===== src/rtl/ddr_init_pkg.sv =====
// Shared state encoding and default parameters for the DDR bring-up supervisor.
package ddr_init_pkg;

  typedef enum logic [1:0] {
    ST_RESET = 2'd0,
    ST_WAIT  = 2'd1,
    ST_DONE  = 2'd2,
    ST_FAIL  = 2'd3
  } ch_state_e;

  localparam int unsigned DEF_NUM_CH          = 2;
  localparam int unsigned DEF_TIMER_W         = 23;
  localparam int unsigned DEF_RESET_PULSE     = 1023;
  localparam int unsigned DEF_TIMEOUT_COUNT   = 32'h007F_FFFF;
  localparam int unsigned DEF_ITERATION_COUNT = 10;
  localparam int unsigned DEF_ATT_W           = 4;
  localparam int unsigned DEF_READY_STABLE    = 16;
  localparam bit          DEF_FAIL_HOLD_RESET = 1'b0;

endpackage


===== src/rtl/ddr_init_retry_ch.sv =====
// One DDR channel: timed reset pulse, ready-stability filter, timeout retry and attempt count.
module ddr_init_retry_ch
  import ddr_init_pkg::*;
#(
  parameter int unsigned TIMER_W         = DEF_TIMER_W,
  parameter int unsigned RESET_PULSE     = DEF_RESET_PULSE,
  parameter int unsigned TIMEOUT_COUNT   = DEF_TIMEOUT_COUNT,
  parameter int unsigned ITERATION_COUNT = DEF_ITERATION_COUNT,
  parameter int unsigned ATT_W           = DEF_ATT_W,
  parameter int unsigned READY_STABLE    = DEF_READY_STABLE,
  parameter bit          FAIL_HOLD_RESET = DEF_FAIL_HOLD_RESET
) (
  input  logic             clk,
  input  logic             rst_n,
  input  logic             ctrlr_ready,
  input  logic             restart,
  output logic             out_n,
  output logic             done,
  output logic             fail,
  output logic [ATT_W-1:0] attempts,
  output logic             done_c,
  output logic             fail_c
);

  localparam int unsigned STABLE_W = $clog2(READY_STABLE + 1);

  localparam logic [TIMER_W-1:0]  PULSE_LAST   = TIMER_W'(RESET_PULSE - 1);
  localparam logic [TIMER_W-1:0]  TIMEOUT_LAST = TIMER_W'(TIMEOUT_COUNT);
  localparam logic [STABLE_W-1:0] STABLE_MAX   = STABLE_W'(READY_STABLE);
  localparam logic [ATT_W-1:0]    ATT_MAX      = ATT_W'(ITERATION_COUNT);

  ch_state_e            state_q, state_d;
  logic [TIMER_W-1:0]   timer_q, timer_d;
  logic [STABLE_W-1:0]  stable_q, stable_d;
  logic [ATT_W-1:0]     att_d;
  logic                 out_n_d;
  logic                 done_d;
  logic                 fail_d;

  // State and registered outputs
  always_ff @(posedge clk or negedge rst_n) begin
    if (!rst_n) begin
      state_q  <= ST_RESET;
      timer_q  <= '0;
      stable_q <= '0;
      attempts <= '0;
      out_n    <= 1'b0;
      done     <= 1'b0;
      fail     <= 1'b0;
    end else begin
      state_q  <= state_d;
      timer_q  <= timer_d;
      stable_q <= stable_d;
      attempts <= att_d;
      out_n    <= out_n_d;
      done     <= done_d;
      fail     <= fail_d;
    end
  end

  // Next state and next outputs
  always_comb begin
    state_d  = state_q;
    timer_d  = timer_q;
    stable_d = stable_q;
    att_d    = attempts;
    out_n_d  = out_n;
    done_d   = done;
    fail_d   = fail;

    case (state_q)
      ST_RESET: begin
        out_n_d  = 1'b0;
        stable_d = '0;
        if (timer_q == PULSE_LAST) begin
          state_d = ST_WAIT;
          timer_d = '0;
          out_n_d = 1'b1;
        end else begin
          timer_d = timer_q + TIMER_W'(1);
        end
      end

      ST_WAIT: begin
        out_n_d = 1'b1;
        timer_d = timer_q + TIMER_W'(1);
        if (!ctrlr_ready) begin
          stable_d = '0;
        end else if (stable_q != STABLE_MAX) begin
          stable_d = stable_q + STABLE_W'(1);
        end
        // Training success outranks a coincident timeout
        if (stable_d == STABLE_MAX) begin
          state_d = ST_DONE;
          timer_d = timer_q;
          done_d  = 1'b1;
        end else if (timer_q == TIMEOUT_LAST) begin
          att_d   = attempts + ATT_W'(1);
          timer_d = '0;
          if (att_d == ATT_MAX) begin
            state_d = ST_FAIL;
            fail_d  = 1'b1;
            out_n_d = ~FAIL_HOLD_RESET;
          end else begin
            state_d = ST_RESET;
            out_n_d = 1'b0;
          end
        end
      end

      ST_DONE: begin
        out_n_d = 1'b1;
        done_d  = 1'b1;
      end

      ST_FAIL: begin
        fail_d  = 1'b1;
        out_n_d = ~FAIL_HOLD_RESET;
        if (restart) begin
          state_d  = ST_RESET;
          timer_d  = '0;
          stable_d = '0;
          att_d    = '0;
          fail_d   = 1'b0;
          out_n_d  = 1'b0;
        end
      end
    endcase
  end

  assign done_c = done_d;
  assign fail_c = fail_d;

endmodule


===== src/rtl/ddr_init_retry_ctrl.sv =====
// Multi-channel DDR bring-up supervisor: independent per-channel retry engines plus aggregate flags.
module ddr_init_retry_ctrl
  import ddr_init_pkg::*;
#(
  parameter int unsigned NUM_CH          = DEF_NUM_CH,
  parameter int unsigned TIMER_W         = DEF_TIMER_W,
  parameter int unsigned RESET_PULSE     = DEF_RESET_PULSE,
  parameter int unsigned TIMEOUT_COUNT   = DEF_TIMEOUT_COUNT,
  parameter int unsigned ITERATION_COUNT = DEF_ITERATION_COUNT,
  parameter int unsigned ATT_W           = DEF_ATT_W,
  parameter int unsigned READY_STABLE    = DEF_READY_STABLE,
  parameter bit          FAIL_HOLD_RESET = DEF_FAIL_HOLD_RESET
) (
  input  logic                    clk,
  input  logic                    SYS_RESET_IN_N,
  input  logic [NUM_CH-1:0]       ctrlr_ready,
  input  logic                    restart,
  output logic [NUM_CH-1:0]       SYS_RESET_OUT_N,
  output logic [NUM_CH-1:0]       ch_done,
  output logic [NUM_CH-1:0]       ch_fail,
  output logic [NUM_CH*ATT_W-1:0] attempt_cnt,
  output logic                    all_done,
  output logic                    any_fail
);

  logic [NUM_CH-1:0] done_c;
  logic [NUM_CH-1:0] fail_c;

  for (genvar i = 0; i < NUM_CH; i++) begin : g_ch
    ddr_init_retry_ch #(
      .TIMER_W         (TIMER_W),
      .RESET_PULSE     (RESET_PULSE),
      .TIMEOUT_COUNT   (TIMEOUT_COUNT),
      .ITERATION_COUNT (ITERATION_COUNT),
      .ATT_W           (ATT_W),
      .READY_STABLE    (READY_STABLE),
      .FAIL_HOLD_RESET (FAIL_HOLD_RESET)
    ) u_ch (
      .clk         (clk),
      .rst_n       (SYS_RESET_IN_N),
      .ctrlr_ready (ctrlr_ready[i]),
      .restart     (restart),
      .out_n       (SYS_RESET_OUT_N[i]),
      .done        (ch_done[i]),
      .fail        (ch_fail[i]),
      .attempts    (attempt_cnt[i*ATT_W +: ATT_W]),
      .done_c      (done_c[i]),
      .fail_c      (fail_c[i])
    );
  end

  // Aggregates built from next-state flags so they line up with ch_done/ch_fail
  always_ff @(posedge clk or negedge SYS_RESET_IN_N) begin
    if (!SYS_RESET_IN_N) begin
      all_done <= 1'b0;
      any_fail <= 1'b0;
    end else begin
      all_done <= &done_c;
      any_fail <= |fail_c;
    end
  end

endmodule


===== config.mk =====
export PLATFORM = sky130hd
export DESIGN_NAME = ddr_init_retry_ctrl
export DESIGN_NICKNAME = d
export VERILOG_FILES = /design/src/rtl/ddr_init_pkg.sv /design/src/rtl/ddr_init_retry_ch.sv /design/src/rtl/ddr_init_retry_ctrl.sv
export SDC_FILE = /design/constraint.sdc
export NUM_CORES = 1
export LEC_CHECK = 0
export ABC_AREA = 1
export BUFFER_PORTS_ARGS = -buffer_cell sky130_fd_sc_hd__buf_2
export CORE_UTILIZATION = 30
export DETAILED_ROUTE_END_ITERATION = 12
export SYNTH_ARGS = -nofsm -noshare
export SYNTH_HDL_FRONTEND = slang
export SYNTH_SLANG_ARGS = --single-unit

===== constraint.sdc =====
create_clock -name clk -period 4.4 [get_ports clk]
set_clock_uncertainty 0.1 [all_clocks]
set_input_delay 0.88 -clock clk [delete_from_list [all_inputs] [get_ports clk]]
set_output_delay 0.88 -clock clk [all_outputs]
set_load 0.01 [all_outputs]

# Word level (Yosys, flattened, before mapping)
# Cells that the tools add are included.
[op_classes]
mux = 59
add_sub_neg = 6
eq_ne = 26
reduce_logical = 16
[op_table]
columns = ["cell", "count"]
rows = [
  ["$mux W23", 7],
  ["$pmux W23 S3", 2],
  ["$add A23 B1 Y23 const B", 2],
  ["$eq A23 B10 Y1 const B", 2],
  ["$eq A23 B23 Y1 const B", 2],
  ["$mux W5", 7],
  ["$pmux W5 S3", 2],
  ["$mux W4", 5],
  ["$mux W2", 9],
  ["$mux W1", 17],
  ["$pmux W4 S2", 2],
  ["$reduce_and A4 Y1", 4],
  ["$pmux W2 S3", 2],
  ["$add A5 B1 Y5 const B", 2],
  ["$eq A5 B5 Y1 const B", 2],
  ["$ne A5 B5 Y1 const B", 2],
  ["$add A4 B1 Y4 const B", 2],
  ["$eq A2 B2 Y1 const B", 4],
  ["$eq A4 B4 Y1 const B", 2],
  ["$ne A2 B1 Y1 const B", 4],
  ["$ne A2 B2 Y1 const B", 4],
  ["$pmux W1 S2", 4],
  ["$pmux W1 S4", 2],
  ["$ne A3 B1 Y1 const B", 2],
  ["7 further kinds", 14],
]
[totals]
in_bits = 5
register_bits = 76
word_cells = 123
out_inout_bits = 16

# Depth between registers and ports, before layout
# Gate-level depths: netlist (run 1).
[logic_depth]
word_depth = 8
depth_mapped = 14
depth_no_buf = 14

# By module
# A second synthesis (run 1) with hierarchy kept.
[hier_totals]
cells_unflattened = 887
area_unflattened_um2 = 5975.7
[modules_own_cells]
columns = ["mod", "cells_per_inst", "instances", "area_each_um2"]
rows = [
  ["ddr_init_retry_ch (g_ch[0].u_ch)", 441, 1, 3024.2],
  ["ddr_init_retry_ch (g_ch[1].u_ch)", 439, 1, 2882.8],
  ["ddr_init_retry_ctrl", 7, 1, 68.8],
]

# Worst setup path before layout (run 1)
# No wires, ideal clock.
[synth_timing]
path_kind = "in2reg"
start = "in ctrlr_ready[0]"
end = "reg g_ch[0].u_ch.timer_q[4]"
setup_ns = 0.116
arrival_ns = 1.742
path_stages = 10
path_slack_ns = 2.441
path_cell_list = "inv_1 > nor2_1 > nand2_1 > nor2_2 > nand3_4 > nand2_4 > inv_2 > buf_2 > nand2_1 > nand2_1"
[synth_between]
elab_chain_len = 5
[synth_lines]
columns = ["element", "line", "source"]
rows = [
  ["start: declaration", "ddr_init_retry_ctrl.sv:16", "input logic [NUM_CH-1:0] ctrlr_ready,"],
  ["$mux W5", "ddr_init_retry_ch.sv:87", "if (!ctrlr_ready) begin"],
  ["$mux W5", "ddr_init_retry_ch.sv:71", "case (state_q)"],
  ["$eq A5 B5 Y1", "ddr_init_retry_ch.sv:93", "if (stable_d == STABLE_MAX) begin"],
  ["$ne A2 B2 Y1 (no line)", "--", ""],
  ["$reduce_and A3 Y1 (no line)", "--", ""],
  ["end signal: assignment", "ddr_init_retry_ch.sv:52", "timer_q <= timer_d;"],
  ["end: declaration", "ddr_init_retry_ch.sv:33", "logic [TIMER_W-1:0] timer_q, timer_d;"],
]
# Every way passes these cells. The select of a mux whose other input is x is not followed.
# A chain may end at the register's enable or synchronous reset.

# Worst setup path after layout (run 1)
[layout_timing]
start = "reg g_ch[0].u_ch.state_q[1]"
end = "reg g_ch[0].u_ch.attempts[2]"
[layout_between]
elab_chain_len = 3
elab_cells_between_ends = 8
cone_classes = "eq/ne: 5; mux: 1; reduce/logical: 2"
[layout_lines]
columns = ["element", "line", "source"]
rows = [
  ["start: declaration", "ddr_init_retry_ch.sv:32", "ch_state_e state_q, state_d;"],
  ["start signal: assignment", "ddr_init_retry_ch.sv:51", "state_q <= state_d;"],
  ["$eq A2 B1 Y1 or $eq A2 B2 Y1 (tied branches)", "ddr_init_retry_ch.sv:71", ""],
  ["$ne A2 B1 Y1 (no line), or another cell as far along", "--", ""],
  ["$reduce_and A4 Y1 (no line)", "--", ""],
  ["end signal: assignment", "ddr_init_retry_ch.sv:54", "attempts <= att_d;"],
  ["end: declaration", "ddr_init_retry_ch.sv:20", "output logic [ATT_W-1:0] attempts,"],
]
# Several ways; a longest one is shown, not always the timed one.

==> impl_metrics.env, run 1 <==
export IMPL_synthesized_area_sq_mm=0.00592
export IMPL_power_density_mw_per_mm2=237
export IMPL_yosysSeqAreaShare_pct=32.1
export IMPL_regToRegEndpoint="g_ch[0].u_ch.attempts[2]"
export IMPL_synth_area_leader_cell="sky130_fd_sc_hd__dfrtp_1"
export IMPL_grt_antenna_before_repair=0
export IMPL_cellLeakagePower_nw=3.14
export IMPL_yosys_register_bits=76
export IMPL_grt_setup_unrepaired="no"
export IMPL_ys_warn_count=0
export IMPL_drt_wl_total_mm=13.6
export IMPL_grt_util_all_layers_pct=14.5
export IMPL_cts_max_path_buffers=2
export IMPL_dp_hpwl_mm=9.75
export IMPL_synthesis_nets=902
export IMPL_tritoncts="built"
export IMPL_area_growth_synth_to_final_pct=9.35
export IMPL_max_cap_violations=0
export IMPL_timing_final_crit_period_ns=2.63
export IMPL_finalWeightedCongestion=0.839
export IMPL_dieHeight_um=142
export IMPL_synth_edff_count=0
export IMPL_clk_pin_slew_ns=0.06
export IMPL_cts_inserted_buffers=9
export IMPL_place_inst=1133
export IMPL_post_cts_setup_buffers=0
export IMPL_worst_setup_path_end_kind="register"
export IMPL_avgSynthCellArea_sq_um=6.75
export IMPL_setup_worst_path_class="reg2reg"
export IMPL_fin_ws_ns=1.77
export IMPL_design_die_area_sq_mm=0.0203
export IMPL_r2r_cells=10
export IMPL_antennaDiodeCount=0
export IMPL_grt_pass1_wl_mm=23.9
export IMPL_floorplan_initialDensity_pct=31.1
export IMPL_layout_cells_most_common="sky130_fd_sc_hd__nand2_1"
export IMPL_start_kind="register"
export IMPL_post_synth_inst_count=877
export IMPL_drt_iter0_drc=345
export IMPL_cp_required_ns=4.56
export IMPL_vias_per_cell=4.68
export IMPL_cts_resized_gates=0
export IMPL_hold_slack_ns=0.411
export IMPL_coreArea_sq_mm=0.0190
export IMPL_reg2reg_setup_slack_ns=1.77
export IMPL_finalPower_mw=1.53
export IMPL_cts_sinks=76
export IMPL_route_antenna_remaining_nets=0
export IMPL_vdd_ir_max_v=0.000163
export IMPL_fill_cells=2082
export IMPL_io_buffers=20
export IMPL_layoutNonFillerInstCount=1148
export IMPL_timing_critical_path_arrival_ns=2.80
export IMPL_clk_insertion_delay_late_ns=0.34
export IMPL_ys_top_cells_by_area="sky130_fd_sc_hd__dfrtp_1 (32%), sky130_fd_sc_hd__nand2_1 (20%), sky130_fd_sc_hd__nand3_1 (7.9%), sky130_fd_sc_hd__inv_1 (5.3%), sky130_fd_sc_hd__nor2_1 (5.2%)"
export IMPL_mostFrequentLayoutCells="sky130_fd_sc_hd__nand2_1 (310), sky130_fd_sc_hd__nand3_1 (93), sky130_fd_sc_hd__inv_1 (84)"
export IMPL_status="completed"
export IMPL_worst_pin_slew_ns=1.05
export IMPL_detailedRoute_firstPassIterationCount=5
export IMPL_fin_nets=909
export IMPL_grt_max_degree=77
export IMPL_worst_case_setup_slack_after_placement_ns=1.74
export IMPL_max_slew_margin_pct=29.8
export IMPL_routed_wire_length_per_instance_um=11.9
export IMPL_drt_drc_violations_left=0
export IMPL_grt_pass1_vias=5090
export IMPL_hold_start="g_ch[1].u_ch.attempts[3]"
export IMPL_synthFlopType="sky130_fd_sc_hd__dfrtp_1"
export IMPL_setup_viol=0
export IMPL_r2r_start="g_ch[0].u_ch.state_q[1]"
export IMPL_hold_buffer_count_at_cts=0
export IMPL_drive_above_1_share_pct=11.3
export IMPL_rows=50
export IMPL_postSynth_asyncResetShare_pct=100
export IMPL_finalSetupTns_ns=0
export IMPL_timing_hold_worst_endpoint="g_ch[1].u_ch.attempts[3]"
export IMPL_path_max_fanout=26
export IMPL_io_pins=21
export IMPL_netlist_cell_type_count=39
export IMPL_synth_top_cell_area_share_pct=32.1
export IMPL_cts_htree_levels=3
export IMPL_min_delay_path_depth=2
export IMPL_worstHoldPathType="reg2reg"
export IMPL_globalRouteOverflowTotal=0
export IMPL_final_slew_viol_count=0
export IMPL_period_utilisation_layout_pct=59.9
export IMPL_clk_root_buffer_cell="sky130_fd_sc_hd__clkbuf_16"
export IMPL_die_width_um=142
export IMPL_achievable_frequency_mhz=380
export IMPL_hold_viol=0
export IMPL_routed_via_count=5371
## critical path: stages (launching register included)
cell and delay [ns]:
sky130_fd_sc_hd__dfrtp_1 0.39, sky130_fd_sc_hd__inv_1 0.08, sky130_fd_sc_hd__ha_1 0.18, sky130_fd_sc_hd__buf_4 0.24
sky130_fd_sc_hd__nor2_1 0.82, sky130_fd_sc_hd__inv_1 0.24, sky130_fd_sc_hd__o21ai_0 0.18, sky130_fd_sc_hd__a21oi_2 0.05
sky130_fd_sc_hd__nand2_2 0.14, sky130_fd_sc_hd__nand2_1 0.06, sky130_fd_sc_hd__o21ai_1 0.06
## report_power, final
part	total, mW	switching (mW)	internal, mW
clock	0.784	0.300	0.484
combinational	0.0358	0.0257	0.0101
sequential	0.713	0.00808	0.705
## Yosys cell counts, types with 4 or more instances
cell / number
sky130_fd_sc_hd__buf_4: 7
sky130_fd_sc_hd__nor2_1: 82
sky130_fd_sc_hd__dfrtp_1: 76
sky130_fd_sc_hd__o211ai_1: 9
sky130_fd_sc_hd__o21ai_1: 8
sky130_fd_sc_hd__o21ai_0: 23
sky130_fd_sc_hd__buf_2: 8
sky130_fd_sc_hd__nand4_1: 26
sky130_fd_sc_hd__xnor2_1: 5
sky130_fd_sc_hd__buf_6: 5
sky130_fd_sc_hd__nor2_2: 7
sky130_fd_sc_hd__ha_1: 20
sky130_fd_sc_hd__nand2_2: 27
sky130_fd_sc_hd__nand2_1: 310
sky130_fd_sc_hd__or2_2: 6
sky130_fd_sc_hd__inv_1: 84
sky130_fd_sc_hd__nand3_2: 4
sky130_fd_sc_hd__o21bai_1: 7
sky130_fd_sc_hd__nor2_4: 6
sky130_fd_sc_hd__o22ai_1: 7
sky130_fd_sc_hd__nand3_1: 93
sky130_fd_sc_hd__nor3_1: 4
sky130_fd_sc_hd__nand2_4: 4
sky130_fd_sc_hd__xor2_1: 16
sky130_fd_sc_hd__a21oi_1: 6
## area by class of cell
| class | count | area [sq um] | share of cell area (%) |
|---|---|---|---|
| clock buffer | 12 | 267 | 4.12 |
| multi-input combinational | 687 | 3480 | 53.8 |
| inverter | 87 | 327 | 5.05 |
| tap | 260 | 325 | 5.03 |
| clock inverter | 3 | 43.8 | 0.677 |
| sequential | 76 | 1900 | 29.4 |
| timing repair buffer | 23 | 125 | 1.93 |
## routing by layer
metal,track usage [%],up-vias,wire length [um]
met5,0,-,0
met4,3.40,0,121
met3,2.52,10,441
met2,24.4,89,6240
met1,19.1,2456,6840
li1,-,2816,-
## stage by stage
stage	util, %	instance area (sq um)
floorplan	-	5920
detailed placement	32.4	6160
global route	34.0	6470
finish	34.0	6470
CTS	34.0	6470
global placement	32.4	6160
## registers in the layout (all words and copies together) (netlist names)
signal / cells
g_ch.u_ch.done: 2
all_done: 1
g_ch.u_ch.stable_q: 10
g_ch.u_ch.out_n: 2
g_ch.u_ch.fail: 2
g_ch.u_ch.attempts: 8
g_ch.u_ch.state_q: 4
any_fail: 1
g_ch.u_ch.timer_q: 46
## logic make-up (layout without fill, tap and decap cells)
| group | Yosys count | after routing | share of synthesized area [%] |
|---|---|---|---|
| AOI/OAI and AO/OA | 68 | 68 | 7.17 |
| adders and majority gates | 20 | 20 | 4.23 |
| xor gates and xnor gates | 21 | 21 | 3.11 |
| and+or+nand+nor | 578 | 578 | 44.3 |
| buffers and inverters | 114 | 125 | 9.03 |
| DFF | 76 | 76 | 32.1 |
## how the worst max path moves through the flow
stage	start	endpoint
5_1_grt	g_ch[0].u_ch.state_q[1]	g_ch[0].u_ch.attempts[2]
2_1_floorplan	ctrlr_ready[0]	g_ch[0].u_ch.timer_q[4]
3_3_place_gp	g_ch[0].u_ch.state_q[1]	g_ch[0].u_ch.attempts[2]
4_1_cts	g_ch[0].u_ch.state_q[1]	g_ch[0].u_ch.attempts[0]
6_report	g_ch[0].u_ch.state_q[1]	g_ch[0].u_ch.attempts[2]
3_5_place_dp	g_ch[0].u_ch.state_q[1]	g_ch[0].u_ch.attempts[0]
(Power assumes the default switching activity.)
==> run 2, diff against run 1 <==
clock period = 2.5 ns   (was 4.4 ns; I/O delays follow)
==> run 2 against run 1 <==
Critical path type unchanged. Cell count up 0.87%. Wire length is 3.7% higher. Clock power grew 73%. Largest power group unchanged. Critical endpoint is now g_ch[0].u_ch.attempts[1].
==> impl_metrics.env, run 2 (synthesis results as in run 1) <==
export IMPL_worstPathCellList="ha_1 -> inv_1 -> nor2_4 -> nand2_2 -> nor2_4 -> nand2_2 -> a21oi_2 -> nand2_2 -> nand2_1 -> o21ai_1"
export IMPL_grt_antenna_before_repair=0
export IMPL_reg2reg_setup_slack_ns=0.22
export IMPL_utilization_after_layout_pct=34.4
export IMPL_path_max_fanout=13
export IMPL_status="completed"
export IMPL_max_cap_violations=0
export IMPL_io_pins=21
export IMPL_grt_util_all_layers_pct=14.8
export IMPL_worst_setup_path_end_kind="register"
export IMPL_tritoncts="built"
export IMPL_vias_per_cell=4.65
export IMPL_max_slew_margin_pct=48.6
export IMPL_io_buffers=20
export IMPL_post_cts_setup_buffers=0
export IMPL_drive_above_1_share_pct=12.0
export IMPL_cts_inserted_buffers=9
export IMPL_path_common_cell="sky130_fd_sc_hd__nand2_2"
export IMPL_routed_via_count=5387
export IMPL_final_slew_viol_count=0
export IMPL_worstHoldPathType="in2async"
export IMPL_rows=50
export IMPL_clk_insertion_delay_late_ns=0.34
export IMPL_fin_nets=918
export IMPL_cts_resized_gates=0
export IMPL_cts_htree_levels=3
export IMPL_setup_viol=0
export IMPL_worst_pin_slew_ns=0.770
export IMPL_cellLeakagePower_nw=3.18
export IMPL_hold_viol=0
export IMPL_design_die_area_sq_mm=0.0203
export IMPL_finalSetupTns_ns=0
export IMPL_routed_wire_length_per_instance_um=12.2
export IMPL_drt_wl_total_mm=14.1
export IMPL_cts_max_path_buffers=2
export IMPL_layout_cells_most_common="sky130_fd_sc_hd__nand2_1"
export IMPL_floorplan_initialDensity_pct=31.1
export IMPL_cts_sinks=76
export IMPL_route_antenna_remaining_nets=0
export IMPL_grt_max_degree=60
export IMPL_period_utilisation_layout_pct=91.2
export IMPL_vdd_ir_max_v=0.000289
export IMPL_grt_setup_unrepaired="no"
export IMPL_register_bank_with_the_most_flops="g_ch.u_ch.timer_q"
export IMPL_timing_critical_path_arrival_ns=2.40
export IMPL_biggestRegsByFlops="g_ch.u_ch.timer_q: 46 flops, g_ch.u_ch.stable_q: 10 flops, g_ch.u_ch.attempts: 8 flops"
export IMPL_fill_cells=2084
export IMPL_worst_case_setup_slack_after_placement_ns=0.242
export IMPL_drt_iter0_drc=307
export IMPL_hold_buffer_count_at_cts=0
export IMPL_coreArea_sq_mm=0.0190
export IMPL_dieHeight_um=142
export IMPL_finalWeightedCongestion=0.886
export IMPL_antennaDiodeCount=0
export IMPL_globalRouteOverflowTotal=0
export IMPL_detailedRoute_firstPassIterationCount=5
export IMPL_clk_pin_slew_ns=0.06
export IMPL_setup_worst_path_class="reg2reg"
export IMPL_dp_hpwl_mm=10.3
export IMPL_mostFrequentLayoutCells="sky130_fd_sc_hd__nand2_1 (310), sky130_fd_sc_hd__nand3_1 (93), sky130_fd_sc_hd__inv_1 (84)"
export IMPL_grt_pass1_vias=4984
export IMPL_fin_ws_ns=0.221
export IMPL_hold_slack_ns=0.128
export IMPL_achievable_frequency_mhz=439
export IMPL_cp_required_ns=2.62
export IMPL_grt_pass1_wl_mm=24.4
export IMPL_critical_path_slowest_cell="sky130_fd_sc_hd__dfrtp_1"
export IMPL_start_kind="register"
export IMPL_timing_final_crit_period_ns=2.28
export IMPL_power_density_mw_per_mm2=410
export IMPL_cp_slowest_stage_delay_ns=0.47
export IMPL_flip_flop_count_of_the_largest_register_after_layout=46
export IMPL_area_growth_synth_to_final_pct=10.6
export IMPL_clk_root_buffer_cell="sky130_fd_sc_hd__clkbuf_16"
export IMPL_die_width_um=142
export IMPL_drt_drc_violations_left=0
==> run 2: cell count changes in the layout (fill, tap and decap cells not counted) <==
cell,previous run,this run
sky130_fd_sc_hd__clkbuf_8,3,2
sky130_fd_sc_hd__buf_12,0,1
sky130_fd_sc_hd__buf_4,4,12
sky130_fd_sc_hd__clkbuf_1,0,2
==> run 2: worst max-delay path: cells and delay by family, from the launching register on <==
family	cells	cell delay, ns
compound gates	2	0.26
simple gates	6	0.86
fa+ha+maj	1	0.35
flops	1	0.47
buf+inv	1	0.13
==> run 2: worst paths after layout <==
path                                                from                       end  depth (start not counted)
worst max-delay path             g_ch[0].u_ch.timer_q[0]  g_ch[0].u_ch.attempts[1]                         10
worst min-delay path                      SYS_RESET_IN_N  g_ch[1].u_ch.stable_q[2]                          1
worst max register to register   g_ch[0].u_ch.timer_q[0]  g_ch[0].u_ch.attempts[1]                         10
worst min register to register  g_ch[0].u_ch.timer_q[22]  g_ch[0].u_ch.timer_q[22]                          2
max in group asynchronous                 SYS_RESET_IN_N  g_ch[0].u_ch.timer_q[15]                          2
min in group clk                          ctrlr_ready[0]  g_ch[0].u_ch.stable_q[2]                          3
==> run 2: power by group <==
part,internal (mW),switching (mW),total (mW)
clock,0.831,0.529,1.36
sequential,1.24,0.0143,1.25
combinational,0.0199,0.0472,0.0671
==> run 2: cell type report <==
class,instances,area [sq um],area share (%)
Clock buffer,13,260,3.98
Tap cell,260,325,4.97
Sequential cell,76,1900,29.1
Multi-Input combinational cell,687,3480,53.2
Clock inverter,3,43.8,0.669
Inverter,87,327,4.99
Timing Repair Buffer,32,205,3.14
==> run 2: through the flow <==
stage	total power, mW	std cells	instance area (sq um)
finish	2.68	1158	6540
global route	2.78	1158	6540
CTS	2.72	1158	6540
detailed placement	1.35	1142	6240
global placement	1.35	1142	6240
floorplan	1.30	877	5920
==> run 2: metal layers <==
metal  wire [um]  up-vias  global-route usage, %
met2        6380       83                   24.0
met1        7140     2438                   20.2
li1            -     2846                      -
met4         200        0                   4.24
met5           0        -                      0
met3         429       20                   2.56
==> run 3, diff against run 2 <==
clock period = 2.4 ns   (was 2.5 ns; I/O delays follow)
==> run 3 against run 2 <==
Wire length is 1.3% lower. Die area stayed put. Global-route usage is 0.24 points higher. Flip-flop and latch count stayed put. Clock power is 14% higher. Utilization is 0.30 points higher. Non-clock buffer count is 3 higher. Sequential power is 5% higher. Sequential share of layout area is 0.25 points lower. Critical path type unchanged. Critical endpoint is now g_ch[1].u_ch.attempts[2]. Largest power group unchanged.
==> impl_metrics.env, run 3 (synthesis results as in run 1) <==
export IMPL_status="completed"
export IMPL_start_kind="register"
export IMPL_path_max_fanout=13
export IMPL_area_growth_synth_to_final_pct=11.5
export IMPL_worst_pin_slew_ns=0.531
export IMPL_r2r_start="g_ch[1].u_ch.timer_q[0]"
export IMPL_pwr_share_seq_pct=44.6
export IMPL_setup_worst_path_class="reg2reg"
export IMPL_cellLeakagePower_nw=3.22
export IMPL_drive_above_1_share_pct=12.7
export IMPL_clk_insertion_delay_late_ns=0.35
export IMPL_floorplan_initialDensity_pct=31.1
export IMPL_vdd_ir_max_v=0.000322
export IMPL_clk_pin_slew_ns=0.07
export IMPL_place_inst=1145
export IMPL_vias_per_cell=4.70
export IMPL_fin_nets=921
export IMPL_routed_wire_length_per_instance_um=12.0
export IMPL_timing_critical_path_arrival_ns=2.25
export IMPL_r2r_cells=10
export IMPL_detailedRoute_firstPassIterationCount=5
export IMPL_grt_antenna_before_repair=0
export IMPL_worstHoldPathType="in2async"
export IMPL_cts_sinks=76
export IMPL_period_utilisation_layout_pct=87.8
export IMPL_layoutNonFillerInstCount=1161
export IMPL_reg2reg_setup_slack_ns=0.29
export IMPL_rows=50
export IMPL_cp_slowest_stage_delay_ns=0.46
export IMPL_io_buffers=20
export IMPL_coreArea_sq_mm=0.0190
export IMPL_power_density_mw_per_mm2=444
export IMPL_comb_power_share_pct=2.5
export IMPL_route_antenna_remaining_nets=0
export IMPL_setup_viol=0
export IMPL_cp_required_ns=2.54
export IMPL_mostFrequentLayoutCells="sky130_fd_sc_hd__nand2_1 (310), sky130_fd_sc_hd__nand3_1 (93), sky130_fd_sc_hd__inv_1 (84)"
export IMPL_hold_slack_ns=0.0112
export IMPL_flip_flop_count_of_the_largest_register_after_layout=46
export IMPL_final_slew_viol_count=0
export IMPL_regToRegEndpoint="g_ch[1].u_ch.attempts[2]"
export IMPL_design_die_area_sq_mm=0.0203
export IMPL_met2WireLength_mm=6.28
export IMPL_finalPower_mw=2.93
export IMPL_register_bank_with_the_most_flops="g_ch.u_ch.timer_q"
export IMPL_highest_signal_layer="met4"
export IMPL_internal_power_mw=2.24
export IMPL_dp_hpwl_mm=10.4
export IMPL_finalWeightedCongestion=0.890
export IMPL_dieHeight_um=142
export IMPL_cts_htree_levels=3
export IMPL_grt_pass1_vias=5116
export IMPL_finalSetupTns_ns=0
export IMPL_post_cts_setup_buffers=0
export IMPL_clk_root_buffer_cell="sky130_fd_sc_hd__clkbuf_16"
export IMPL_max_slew_margin_pct=64.5
export IMPL_worstPathCellList="ha_2 -> inv_1 -> nor2_4 -> nand2_2 -> nor2_4 -> nand2_4 -> nand2_4 -> nand3_1 -> nand2_1 -> nand2_1"
export IMPL_clock_power_share_pct=52.9
export IMPL_max_cap_violations=0
export IMPL_grt_pass1_wl_mm=24.7
export IMPL_fill_cells=2083
export IMPL_grt_util_all_layers_pct=15.1
export IMPL_grt_max_degree=40
export IMPL_die_width_um=142
export IMPL_biggestRegsByFlops="g_ch.u_ch.timer_q: 46 flops, g_ch.u_ch.stable_q: 10 flops, g_ch.u_ch.attempts: 8 flops"
export IMPL_drt_drc_violations_left=0
export IMPL_io_pins=21
export IMPL_routed_via_count=5458
export IMPL_netSwitchingFraction_pct=23.3
export IMPL_cts_inserted_buffers=9
export IMPL_critical_path_slowest_cell="sky130_fd_sc_hd__dfrtp_1"
export IMPL_drt_iter0_drc=268
export IMPL_hold_viol=0
export IMPL_tritoncts="built"
export IMPL_antennaDiodeCount=0
export IMPL_worst_setup_path_end_kind="register"
export IMPL_p_sw_uw=683
export IMPL_timing_final_crit_period_ns=2.11
export IMPL_launch_point_of_the_critical_path="g_ch[1].u_ch.timer_q[0]"
export IMPL_wl_met3_um=500
export IMPL_grt_setup_unrepaired="no"
export IMPL_cts_max_path_buffers=2
export IMPL_achievable_frequency_mhz=475
export IMPL_drt_wl_total_mm=14.0
export IMPL_globalRouteOverflowTotal=0
export IMPL_routedLengthMet1_mm=6.99
export IMPL_layout_cells_most_common="sky130_fd_sc_hd__nand2_1"
-- run 3: changes by cell type in the layout (fill, tap and decap cells not counted), sizes merged --
| cell | previous run | this run |
|---|---|---|
| clkbuf | 13 | 9 |
| inv | 87 | 90 |
| bufinv | 1 | 2 |
| buf | 32 | 35 |
| clkinv | 2 | 1 |
| clkinvlp | 0 | 1 |
-- run 3: how the worst max path moves through the flow --
stage,endpoint,slack [ns],cells after the start
floorplan,g_ch[1].u_ch.timer_q[4],0.55,10
CTS,g_ch[1].u_ch.attempts[2],0.15,10
detailed placement,g_ch[1].u_ch.attempts[2],0.16,10
finish,g_ch[1].u_ch.attempts[2],0.29,10
global placement,g_ch[1].u_ch.out_n,0.27,12
global route,g_ch[1].u_ch.out_n,0.08,12
-- run 3: cell type report --
type / instances / area (sq um) / share of cell area (%)
Tap cell: 260 / 325 / 4.93
Sequential cell: 76 / 1900 / 28.8
Clock buffer: 9 / 225 / 3.41
Multi-Input combinational cell: 687 / 3490 / 52.8
Clock inverter: 7 / 105 / 1.59
Timing Repair Buffer: 35 / 228 / 3.45
Inverter: 87 / 327 / 4.95
-- run 3: metrics by stage --
stage	utilization [%]	area, sq um	worst slack, ns
after floorplan	-	5920	0.547
after global placement	32.9	6260	0.266
after detailed placement	32.9	6260	0.159
after CTS	34.7	6590	0.152
after global routing	34.7	6600	0.0783
final	34.7	6600	0.293
-- run 3: power groups by stage --
stage	Combinational (mW)	Clock (mW)	Sequential [mW]
after floorplan	0.0301	0	1.33
after global placement	0.0745	0	1.33
after detailed placement	0.0761	0	1.33
after CTS	0.0764	1.59	1.31
after global routing	0.0855	1.65	1.31
final	0.0724	1.55	1.31
-- run 3: critical path: cells and delay by family, from the launching register on --
| family | cells | cell delay [ns] |
|---|---|---|
| fa+ha+maj | 1 | 0.28 |
| simple gates | 8 | 1.09 |
| flops | 1 | 0.46 |
| buf+inv | 1 | 0.08 |
-- run 3: per-layer routing --
metal,vias up,GRT usage [%]
met5,-,0
met4,0,3.74
met2,78,24.5
met1,2522,20.1
li1,2843,-
met3,15,3.43
-- run 3: what timing repair did --
item | in CTS | in global routing
gates resized for setup | 0 | 2
endpoints found under the setup margin | 0 | 6
hold buffers | 0 | 0
